### config.mk
export PLATFORM = sky130hd
export DESIGN_NAME = pll_lock_supervisor
export DESIGN_NICKNAME = d
export VERILOG_FILES = /design/src/rtl/pll_sup_pkg.sv /design/src/rtl/sync_2ff.sv /design/src/rtl/pll_lock_supervisor.sv
export SDC_FILE = /design/constraint.sdc
export NUM_CORES = 1
export LEC_CHECK = 0
export ABC_CLOCK_PERIOD_IN_PS = 1900
export CORE_MARGIN = 1.5
export CORE_UTILIZATION = 49
export DETAILED_ROUTE_END_ITERATION = 8
export PLACE_DENSITY = 0.83
export SYNTH_ARGS = -nofsm -noshare
export SYNTH_HDL_FRONTEND = slang
export SYNTH_SLANG_ARGS = --single-unit
export TNS_END_PERCENT = 5
### constraint.sdc
create_clock -name clk -period 1.9 [get_ports clk]
set_clock_uncertainty 0.1 [all_clocks]
set_input_delay 0.285 -clock clk [delete_from_list [all_inputs] [get_ports clk]]
set_output_delay 0.285 -clock clk [all_outputs]
set_load 0.03 [all_outputs]
### src/rtl/pll_sup_pkg.sv
// Shared definitions for the PLL lock supervisor: FSM state encoding and width.
package pll_sup_pkg;

  localparam int STATE_W = 3;

  typedef enum logic [STATE_W-1:0] {
    ST_WAIT_LOCK = 3'd0,
    ST_FILTER    = 3'd1,
    ST_RELEASE   = 3'd2,
    ST_RUN       = 3'd3,
    ST_PLL_RESET = 3'd4
  } state_e;

endpackage : pll_sup_pkg

### src/rtl/sync_2ff.sv
// Two-flop synchronizer for a single asynchronous level into the clk domain.
// Both flops reset to 0 so a freshly reset system never sees a stale "locked".
module sync_2ff (
  input  logic clk,
  input  logic rst,
  input  logic d_i,
  output logic q_o
);

  logic meta_q;
  logic sync_q;

  // Two back-to-back flops give metastability a full cycle to settle.
  always_ff @(posedge clk or posedge rst) begin
    if (rst) begin
      meta_q <= 1'b0;
      sync_q <= 1'b0;
    end else begin
      meta_q <= d_i;
      sync_q <= meta_q;
    end
  end

  assign q_o = sync_q;

endmodule : sync_2ff

### src/rtl/pll_lock_supervisor.sv
// PLL lock supervisor: filters the PLL lock indication, releases downstream
// domain resets one after another, and pulls everything back into reset on
// loss of lock. Optional feature macro PLL_SUPERVISOR_RETRY_EN adds a lock
// timeout that pulses pll_resetb low and retries; without it pll_resetb is
// tied high and no timeout counter exists.
module pll_lock_supervisor
  import pll_sup_pkg::*;
#(
  parameter int NUM_DOMAINS  = 4,
  parameter int LOCK_FILTER  = 1024,
  parameter int STAGGER      = 16,
  parameter int TIMEOUT      = 1000000,
  parameter int PLL_RST_HOLD = 64,
  parameter int LOSS_CNT_W   = 8
) (
  input  logic                   clk,
  input  logic                   rst,
  input  logic                   pll_locked,
  output logic                   pll_resetb,
  output logic [NUM_DOMAINS-1:0] domain_rst,
  output logic                   all_ready,
  output logic                   lock_loss_pulse,
  output logic [LOSS_CNT_W-1:0]  lock_loss_count,
  output logic [STATE_W-1:0]     state
);

  // Parameter sanity checks, evaluated at elaboration only.
  if (NUM_DOMAINS < 1 || NUM_DOMAINS > 8) begin : g_bad_domains
    $error("pll_lock_supervisor: NUM_DOMAINS must be 1..8");
  end
  if (LOCK_FILTER < 1 || STAGGER < 1 || LOSS_CNT_W < 1) begin : g_bad_counts
    $error("pll_lock_supervisor: LOCK_FILTER, STAGGER, LOSS_CNT_W must be >= 1");
  end
  if (TIMEOUT < 1 || PLL_RST_HOLD < 1) begin : g_bad_retry
    $error("pll_lock_supervisor: TIMEOUT and PLL_RST_HOLD must be >= 1");
  end

  localparam int FILT_W     = (LOCK_FILTER > 1) ? $clog2(LOCK_FILTER) : 1;
  localparam int REL_LAST_I = STAGGER * (NUM_DOMAINS - 1);
  localparam int REL_W      = (REL_LAST_I > 0) ? $clog2(REL_LAST_I + 1) : 1;

  localparam logic [FILT_W-1:0] FILT_LAST = FILT_W'(LOCK_FILTER - 1);
  localparam logic [REL_W-1:0]  REL_LAST  = REL_W'(REL_LAST_I);

  logic                   lock_s;
  state_e                 state_q, state_d;
  logic [FILT_W-1:0]      filt_cnt_q, filt_cnt_d;
  logic [REL_W-1:0]       rel_cnt_q, rel_cnt_d;
  logic [NUM_DOMAINS-1:0] domain_rst_q, domain_rst_d;
  logic                   loss_pulse_q, loss_pulse_d;
  logic [LOSS_CNT_W-1:0]  loss_cnt_q, loss_cnt_d;
  logic                   timeout_hit;
  logic                   hold_done;

  sync_2ff u_lock_sync (
    .clk (clk),
    .rst (rst),
    .d_i (pll_locked),
    .q_o (lock_s)
  );

`ifdef PLL_SUPERVISOR_RETRY_EN
  localparam int TO_W   = (TIMEOUT > 1) ? $clog2(TIMEOUT) : 1;
  localparam int HOLD_W = (PLL_RST_HOLD > 1) ? $clog2(PLL_RST_HOLD) : 1;
  localparam logic [TO_W-1:0]   TO_LAST   = TO_W'(TIMEOUT - 1);
  localparam logic [HOLD_W-1:0] HOLD_LAST = HOLD_W'(PLL_RST_HOLD - 1);

  logic [TO_W-1:0]   timeout_q, timeout_d;
  logic [HOLD_W-1:0] hold_q, hold_d;
  logic              pll_resetb_q;

  assign timeout_hit = (timeout_q == TO_LAST);
  assign hold_done   = (hold_q == HOLD_LAST);

  // Timeout runs across WAIT_LOCK and FILTER, restarts on every WAIT_LOCK
  // entry and saturates instead of wrapping; the hold counter times PLL_RESET.
  always_comb begin
    timeout_d = '0;
    hold_d    = '0;
    if ((state_q == ST_WAIT_LOCK || state_q == ST_FILTER) &&
        (state_d == ST_WAIT_LOCK || state_d == ST_FILTER) &&
        !(state_q == ST_FILTER && state_d == ST_WAIT_LOCK)) begin
      timeout_d = (timeout_q == '1) ? timeout_q : timeout_q + 1'b1;
    end
    if (state_q == ST_PLL_RESET && state_d == ST_PLL_RESET) begin
      hold_d = hold_q + 1'b1;
    end
  end

  // Retry counters and the registered, glitch-free PLL reset output.
  always_ff @(posedge clk or posedge rst) begin
    if (rst) begin
      timeout_q    <= '0;
      hold_q       <= '0;
      pll_resetb_q <= 1'b1;
    end else begin
      timeout_q    <= timeout_d;
      hold_q       <= hold_d;
      pll_resetb_q <= (state_d != ST_PLL_RESET);
    end
  end

  assign pll_resetb = pll_resetb_q;
`else
  assign timeout_hit = 1'b0;
  assign hold_done   = 1'b1;
  assign pll_resetb  = 1'b1;
`endif

  // Next-state logic; lock loss always wins over forward progress so that a
  // drop on the final release cycle never lets the FSM reach RUN.
  always_comb begin
    state_d      = state_q;
    filt_cnt_d   = filt_cnt_q;
    rel_cnt_d    = rel_cnt_q;
    loss_pulse_d = 1'b0;
    loss_cnt_d   = loss_cnt_q;
    case (state_q)
      ST_WAIT_LOCK: begin
        if (timeout_hit) begin
          state_d = ST_PLL_RESET;
        end else if (lock_s) begin
          state_d    = ST_FILTER;
          filt_cnt_d = '0;
        end
      end
      ST_FILTER: begin
        if (timeout_hit) begin
          state_d = ST_PLL_RESET;
        end else if (!lock_s) begin
          state_d = ST_WAIT_LOCK;
        end else if (filt_cnt_q == FILT_LAST) begin
          state_d   = ST_RELEASE;
          rel_cnt_d = '0;
        end else begin
          filt_cnt_d = filt_cnt_q + 1'b1;
        end
      end
      ST_RELEASE: begin
        if (!lock_s) begin
          state_d = ST_WAIT_LOCK;
        end else if (rel_cnt_q == REL_LAST) begin
          state_d = ST_RUN;
        end else begin
          rel_cnt_d = rel_cnt_q + 1'b1;
        end
      end
      ST_RUN: begin
        if (!lock_s) begin
          state_d      = ST_WAIT_LOCK;
          loss_pulse_d = 1'b1;
          if (loss_cnt_q != '1) begin
            loss_cnt_d = loss_cnt_q + 1'b1;
          end
        end
      end
      ST_PLL_RESET: begin
        // Without the retry feature this state is unreachable; leave it at once.
        if (hold_done) begin
          state_d = ST_WAIT_LOCK;
        end
      end
      default: begin
        state_d = ST_WAIT_LOCK;
      end
    endcase
  end

  // Domain i leaves reset once the release counter reaches STAGGER*i; computed
  // from next-state values so the registered output lines up with the state.
  for (genvar gi = 0; gi < NUM_DOMAINS; gi++) begin : g_dom
    localparam int REL_AT = STAGGER * gi;
    assign domain_rst_d[gi] =
      !((state_d == ST_RUN) ||
        ((state_d == ST_RELEASE) && (int'(rel_cnt_d) >= REL_AT)));
  end

  // State and counter registers; reset forces every domain back into reset.
  always_ff @(posedge clk or posedge rst) begin
    if (rst) begin
      state_q      <= ST_WAIT_LOCK;
      filt_cnt_q   <= '0;
      rel_cnt_q    <= '0;
      domain_rst_q <= '1;
      loss_pulse_q <= 1'b0;
      loss_cnt_q   <= '0;
    end else begin
      state_q      <= state_d;
      filt_cnt_q   <= filt_cnt_d;
      rel_cnt_q    <= rel_cnt_d;
      domain_rst_q <= domain_rst_d;
      loss_pulse_q <= loss_pulse_d;
      loss_cnt_q   <= loss_cnt_d;
    end
  end

  assign domain_rst      = domain_rst_q;
  assign all_ready       = (state_q == ST_RUN);
  assign lock_loss_pulse = loss_pulse_q;
  assign lock_loss_count = loss_cnt_q;
  assign state           = state_q;

endmodule : pll_lock_supervisor

==> results of run 1 <==
-- sequential cells by signal (all words and copies together) (netlist names), named ones only --
| register | cells |
|---|---|
| lock_loss_pulse | 1 |
| u_lock_sync.q_o | 1 |
| rel_cnt_q | 4 |
| state | 3 |
| lock_loss_count | 8 |
| u_lock_sync.meta_q | 1 |
| domain_rst | 4 |
| filt_cnt_q | 10 |
-- cells in the mapped netlist, types with 3 or more instances --
cell type	count	area [um2]
dfrtp_1	30	751
ha_1	4	50.1
nand3_1	10	50.1
o21ai_0	5	25.0
xnor2_1	8	70.1
a21oi_1	4	20.0
nor2_1	15	56.3
nor3_1	3	15.0
nand4_1	4	25.0
xor2_1	4	35.0
nand2_1	19	71.3
o31ai_1	4	30.0
inv_1	9	33.8
dfstp_2	4	105
-- where the power goes --
part / total, uW / switching (uW) / internal (uW)
Clock: 401 / 219 / 182
Combinational: 75.1 / 46.4 / 28.7
Sequential: 738 / 7.81 / 730
-- cell usage in the layout, fill, tap and decap left out, types with 3 or more instances in the layout --
cell type,instances
o21ai_0,5
a21oi_1,4
dfstp_2,4
clkdlybuf4s50_1,10
clkbuf_4,5
nor3_1,3
dlygate4sd2_1,4
ha_1,3
xnor2_1,8
nor3b_2,3
xor2_1,4
nand2_1,18
inv_1,9
dlymetal6s2s_1,4
dfrtp_1,28
nand3_1,9
buf_4,15
nor2_1,15
o31ai_1,3
nand4_1,4
-- kinds of logic (layout without fill, tap and decap cells) --
| family | Yosys count | count (layout) | synth area share (%) |
|---|---|---|---|
| AND/OR/NAND/NOR | 72 | 72 | 23.0 |
| flip-flops | 34 | 34 | 49.1 |
| AO/OA/AOI/OAI | 31 | 31 | 14.4 |
| buffers and inverters | 13 | 50 | 3.51 |
| XOR/XNOR | 12 | 12 | 6.03 |
| adder cells (fa/ha/maj) | 4 | 4 | 2.87 |
| other | 2 | 2 | 0.431 |
| multiplexers | 1 | 1 | 0.646 |
-- critical path: cells and delay by family, from the launching register on --
| family | cells | cell delay [ns] |
|---|---|---|
| compound gates | 1 | 0.26 |
| flops | 1 | 0.48 |
| simple gates | 3 | 0.78 |
| xor+xnor | 1 | 0.16 |
-- area by class of cell --
cell class / instances / area share [%]
sequential: 34 / 39.4
tap: 46 / 2.64
clock buffer: 8 / 2.70
inverter: 9 / 1.55
multi-input combinational: 122 / 40.1
timing repair buffer: 33 / 13.7
-- layer usage --
layer	GRT usage (%)	vias up	part of all wire [%]
met5	0	-	0
met4	7.78	0	1.3
met3	3.78	6	4.1
met2	33.5	30	52
met1	24.0	674	42
li1	-	660	-
-- final timing paths --
check                      depth (start not counted)  slack, ns              end                from
setup / recovery                                   5      0.004    filt_cnt_q[5]            state[1]
hold / removal                                     3       0.24    filt_cnt_q[2]                 rst
setup reg to reg                                   5      0.004    filt_cnt_q[5]            state[1]
hold reg to reg                                    0       0.28  u_lock_sync.q_o  u_lock_sync.meta_q
max in group asynchronous                          3       1.13    domain_rst[2]                 rst
min in group clk                                   0       0.28  u_lock_sync.q_o  u_lock_sync.meta_q
-- per-stage QoR --
stage	area [um2]	worst slack, ns	util [%]
3_5_place_dp	2070	0.0615	61.5
3_3_place_gp	2070	0.0999	61.5
5_1_grt	2180	-0.0735	64.8
6_report	2180	0.00402	64.8
4_1_cts	2120	0.00487	63.1
2_1_floorplan	1750	0.000737	-
-- timing repair --
action	in CTS	in global routing
endpoints found under the setup margin	4	15
buffers inserted	0	0
gates resized for setup	4	14
hold buffers	0	0
pin swaps	0	1
==> impl_metrics.py, run 1 <==
metrics = {
    "layout": {
        "num_antenna_cells": 0,
        "fill_cells": 291,
        "drive_gt1_share_pct": 23.3,
        "seq_area_um2": 858,
        "fin_cells": 252,
        "areaGrowthSynthToFinish_pct": 25.0,
        "nets": 212,
        "multi_input_area_um2": 875,
    },
    "floorplan": {
        "die_h_um": 62.7,
        "fp.dieArea_um2": 3930,
        "rows": 21,
        "dieWidth_um": 62.7,
        "fp.coreArea_um2": 3360,
        "boundaryPins": 21,
        "start_util_pct": 51.9,
    },
    "setup_path": {
        "crit_fanout": 10,
        "start_kind": "flip-flop",
        "path_class": "flip-flop to flip-flop",
        "arrival_ns": 2.00,
        "cp.required_ns": 2.00,
        "end_kind": "flip-flop",
        "cpPeakStageDelay_ns": 0.48,
        "worstPathCellList": "or3b_4 > or2_4 > a211oi_2 > xnor2_1 > nor2_1",
        "crit_path_top_delay_cell": "dfrtp_2",
    },
    "synth": {
        "ys_seq_area_share_pct": 49.1,
        "syn-instance-count": 169,
        "avgSynthCellArea_um2": 10.3,
        "ys_seq_elements": 34,
        "synth_fp_nets": 176,
        "synth_cell_types": 51,
        "synth_edf_count": 0,
        "async_flop_share_pct": 100,
        "yosysWarnings": 0,
        "synth_area_um2": 1740,
        "synth_ff_type": "dfrtp_1",
    },
    "pwr": {
        "powerDensity_nw_per_um2": 557,
        "power_uw": 1210,
        "p_leak_uw": 0.000999,
        "irDropWorstVdd_mv": 0.417,
    },
    "job": {
        "cap_viol_max_count": 0,
    },
    "detailed_routing": {
        "route.detailed.drc": 0,
        "detail_route.wl_per_cell_um": 13.6,
        "drtPass1Iterations": 4,
        "finalWirelength_um": 3440,
        "dr_total_vias": 1370,
        "drt-initial-drc-count": 74,
        "antenna_left": 0,
        "viasPerCell": 5.44,
    },
    "clock_tree": {
        "cts_max_level": 2,
        "cts-buffers-inserted": 5,
        "cts_tree": "done",
        "cts_buffer_depth": 2,
        "clock_latency_ns": 0.33,
        "root_buffer": "clkbuf_4",
        "clock_sinks": 34,
        "clkTransAtPathRegs_ns": 0.09,
    },
    "grt": {
        "grt_pass1_wl_um": 6090,
        "grt_pass1_vias": 1423,
        "track_usage_pct": 19.4,
        "antenna_found_initial": 0,
        "globalRouteOverflowTotal": 0,
        "grt_max_degree": 35,
    },
    "timing": {
        "hold_viol": 0,
        "setup-tns-final_ns": 0,
        "min_period_over_period_pct": 99.8,
        "setup_violations": 0,
        "grt_setup_unrepaired": "true",
        "finalCriticalPeriod_ns": 1.90,
        "finalMaxSlewViolations": 0,
        "fmaxAchievable_mhz": 527,
        "whs_ns": 0.239,
    },
    "hold_path": {
        "hold_class": "input port to asynchronous set/reset pin",
    },
    "placed_design": {
        "place_congestion": 0.843,
        "hpwl_um": 2510,
        "dpl.cell_count": 244,
        "port_buffers": 19,
    },
    "status": {
        "status": "finished clean",
    },
}
No activity file was read; power rests on OpenSTA's default activity.
==> run 2: changes to the inputs <==
--- a/config.mk
+++ b/config.mk
@@ -7,9 +7,9 @@
 export LEC_CHECK = 0
 export ABC_CLOCK_PERIOD_IN_PS = 1900
 export CORE_MARGIN = 1.5
-export CORE_UTILIZATION = 49
+export CORE_UTILIZATION = 40
 export DETAILED_ROUTE_END_ITERATION = 8
-export PLACE_DENSITY = 0.83
+export PLACE_DENSITY = 0.72
 export SYNTH_ARGS = -nofsm -noshare
 export SYNTH_HDL_FRONTEND = slang
 export SYNTH_SLANG_ARGS = --single-unit
==> run 2 against run 1 <==
Against the previous run:
- register-to-register slack improved by 0.08 ns
- sequential power about the same
- count of clock-buffer cells in the layout decreased by 2
- sequential cell count unchanged
- first-iteration DRC count decreased by 50%
- via count decreased by 5.0%
- clock power increased by 26%
- sequential share of layout area increased by 0.40 points
- global-route usage decreased by 4.9 points
- non-clock buffer count decreased by 2
- wire length decreased by 0.12%
- highest routed layer unchanged
==> impl_metrics.py, run 2 (same netlist as run 1, synthesis figures left out) <==
metrics = {
    "setup_path": {
        "crit_fanout": 1,
        "r2r-start": "state[0]",
        "critical_path.top_delay_family": "buffers and inverters",
        "cp.buffers_inverters": 1,
        "crit_path_top_delay_cell": "clkdlybuf4s50_1",
        "worst-r2r-cell-count": 6,
        "end_kind": "output port",
        "start_kind": "flip-flop",
        "cp.required_ns": 1.51,
        "cpPeakStageDelay_ns": 0.67,
        "worstReg2RegEnd": "domain_rst[1]",
        "arrival_ns": 1.47,
        "reg2reg_slack_ns": 0.08,
        "path_class": "flip-flop to output port",
        "worstPathCellList": "clkdlybuf4s50_1",
    },
    "timing": {
        "finalMaxSlewViolations": 0,
        "relSlewSlack_pct": 67.3,
        "grt_setup_unrepaired": "true",
        "tightest_slew_ns": 0.485,
        "hold_viol": 0,
        "setup_violations": 0,
        "fmaxAchievable_mhz": 539,
        "finalCriticalPeriod_ns": 1.86,
        "min_period_over_period_pct": 97.6,
        "setup-tns-final_ns": 0,
    },
    "grt": {
        "antenna_found_initial": 0,
        "globalRouteOverflowTotal": 0,
        "use_met2_pct": 22.9,
        "grt_pass1_vias": 1237,
        "track_usage_pct": 14.5,
        "grt_pass1_wl_um": 5530,
        "grtUsageMet3_pct": 3.80,
        "grt_busiest_layer": "met2",
        "grt_max_degree": 35,
        "use_met1_pct": 19.0,
    },
    "clock_tree": {
        "clkTransAtPathRegs_ns": 0.06,
        "cts_max_level": 2,
        "clock_latency_ns": 0.29,
        "clock_sinks": 34,
        "cts_tree": "done",
        "root_buffer": "clkbuf_8",
        "cts-buffers-inserted": 5,
        "cts_setup_buffers": 0,
        "ctsHoldBuffers": 0,
        "cts_buffer_depth": 2,
    },
    "layout": {
        "final_cell_mix": "27 x dfrtp_1, 18 x nand2_1, 16 x clkdlybuf4s50_1",
        "top_register": "filt_cnt_q",
        "nets": 210,
        "num_antenna_cells": 0,
        "fin_cells": 254,
        "layout_commonest_cell": "dfrtp_1",
        "drive_gt1_share_pct": 22.1,
        "areaGrowthSynthToFinish_pct": 24.0,
        "fill_cells": 387,
        "largest_reg_flops": 10,
    },
    "floorplan": {
        "start_util_pct": 42.7,
        "boundaryPins": 21,
        "fp.dieArea_um2": 4770,
        "dieWidth_um": 69.0,
        "rows": 23,
        "die_h_um": 69.0,
        "fp.coreArea_um2": 4090,
    },
    "detailed_routing": {
        "antenna_left": 0,
        "drt-initial-drc-count": 37,
        "route.detailed.drc": 0,
        "viasPerCell": 5.12,
        "drtPass1Iterations": 4,
        "dr_total_vias": 1301,
        "detail_route.wl_per_cell_um": 13.5,
        "finalWirelength_um": 3430,
    },
    "pwr": {
        "powerDensity_nw_per_um2": 608,
        "p_leak_uw": 0.000958,
        "irDropWorstVdd_mv": 0.485,
    },
    "placed_design": {
        "dpl.cell_count": 246,
        "hpwl_um": 2360,
        "place_congestion": 0.864,
        "port_buffers": 19,
    },
    "hold_path": {
        "hold_class": "flip-flop to flip-flop",
        "hold_start": "u_lock_sync.meta_q",
        "hold_path_depth": 0,
        "hold_end": "u_lock_sync.q_o",
    },
    "status": {
        "status": "finished clean",
    },
    "job": {
        "cap_viol_max_count": 0,
    },
}
## run 2: stage by stage
step | instance area, um2 | setup WS, ns | utilization, % | power [uW] | hold slack (ns)
after CTS | 2140 | 0.0165 | 52.3 | 1330 | 0.254
final | 2160 | 0.0450 | 52.9 | 1320 | 0.260
after detailed placement | 2060 | 0.0490 | 50.4 | 824 | 0.239
after floorplan | 1750 | 0.000737 | - | 796 | 0.216
after global placement | 2060 | 0.0937 | 50.4 | 822 | 0.236
after global routing | 2160 | -0.0260 | 52.9 | 1370 | 0.264
## run 2: how the worst max path moves through the flow
stage / from / to / slack (ns) / cells past startpoint
2_1_floorplan: state[0] / domain_rst[1] / 0.0007 / 5
3_3_place_gp: state[1] / filt_cnt_q[7] / 0.09 / 5
3_5_place_dp: filt_cnt_q[0] / domain_rst[1] / 0.05 / 6
4_1_cts: filt_cnt_q[0] / domain_rst[1] / 0.02 / 6
5_1_grt: state[0] / domain_rst[1] / -0.03 / 6
6_report: domain_rst[1] / domain_rst[1] / 0.04 / 1
## run 2: where the power goes
| group | internal [uW] | switching (uW) |
|---|---|---|
| sequential | 731 | 8.51 |
| clock | 254 | 253 |
| combinational | 25.9 | 43.2 |
## run 2: metal layers
layer  vias to the layer above  part of all wire [%]
met5                         -                     0
met4                         0                   1.3
met3                         4                   3.7
met2                        22                    46
met1                       619                    49
li1                        656                     -
## run 2: area by class of cell
| type | instances | area (um2) | area share, % |
|---|---|---|---|
| Clock buffer | 6 | 72.6 | 3.36 |
| Sequential cell | 34 | 860 | 39.8 |
| Clock inverter | 2 | 10.0 | 0.463 |
| Timing Repair Buffer | 31 | 275 | 12.7 |
| Inverter | 9 | 33.8 | 1.56 |
| Tap cell | 50 | 62.6 | 2.89 |
| Multi-Input combinational cell | 122 | 848 | 39.2 |
## run 2: timing repair
item / in CTS / in global routing
cloned: 0 / 0
pin swaps: 0 / 1
resized for setup: 2 / 6
endpoints found under the setup margin: 2 / 7
## run 2: worst reg2reg max path, cell delays in order, from the launching register on
cell and delay [ns]:
dfrtp_2 0.46, buf_4 0.17, nor3b_2 0.20, or2_2 0.16, a21boi_1 0.06, a211o_1 0.32
o31ai_2 0.26
==> run 3: changes to the inputs <==
--- a/config.mk
+++ b/config.mk
@@ -8,6 +8,7 @@
 export ABC_CLOCK_PERIOD_IN_PS = 1900
 export CORE_MARGIN = 1.5
 export CORE_UTILIZATION = 40
+export CTS_CLUSTER_DIAMETER = 120
 export DETAILED_ROUTE_END_ITERATION = 8
 export PLACE_DENSITY = 0.72
 export SYNTH_ARGS = -nofsm -noshare
==> results of run 3 <==
Final layout, timing and power as in run 2 (identical DEF).
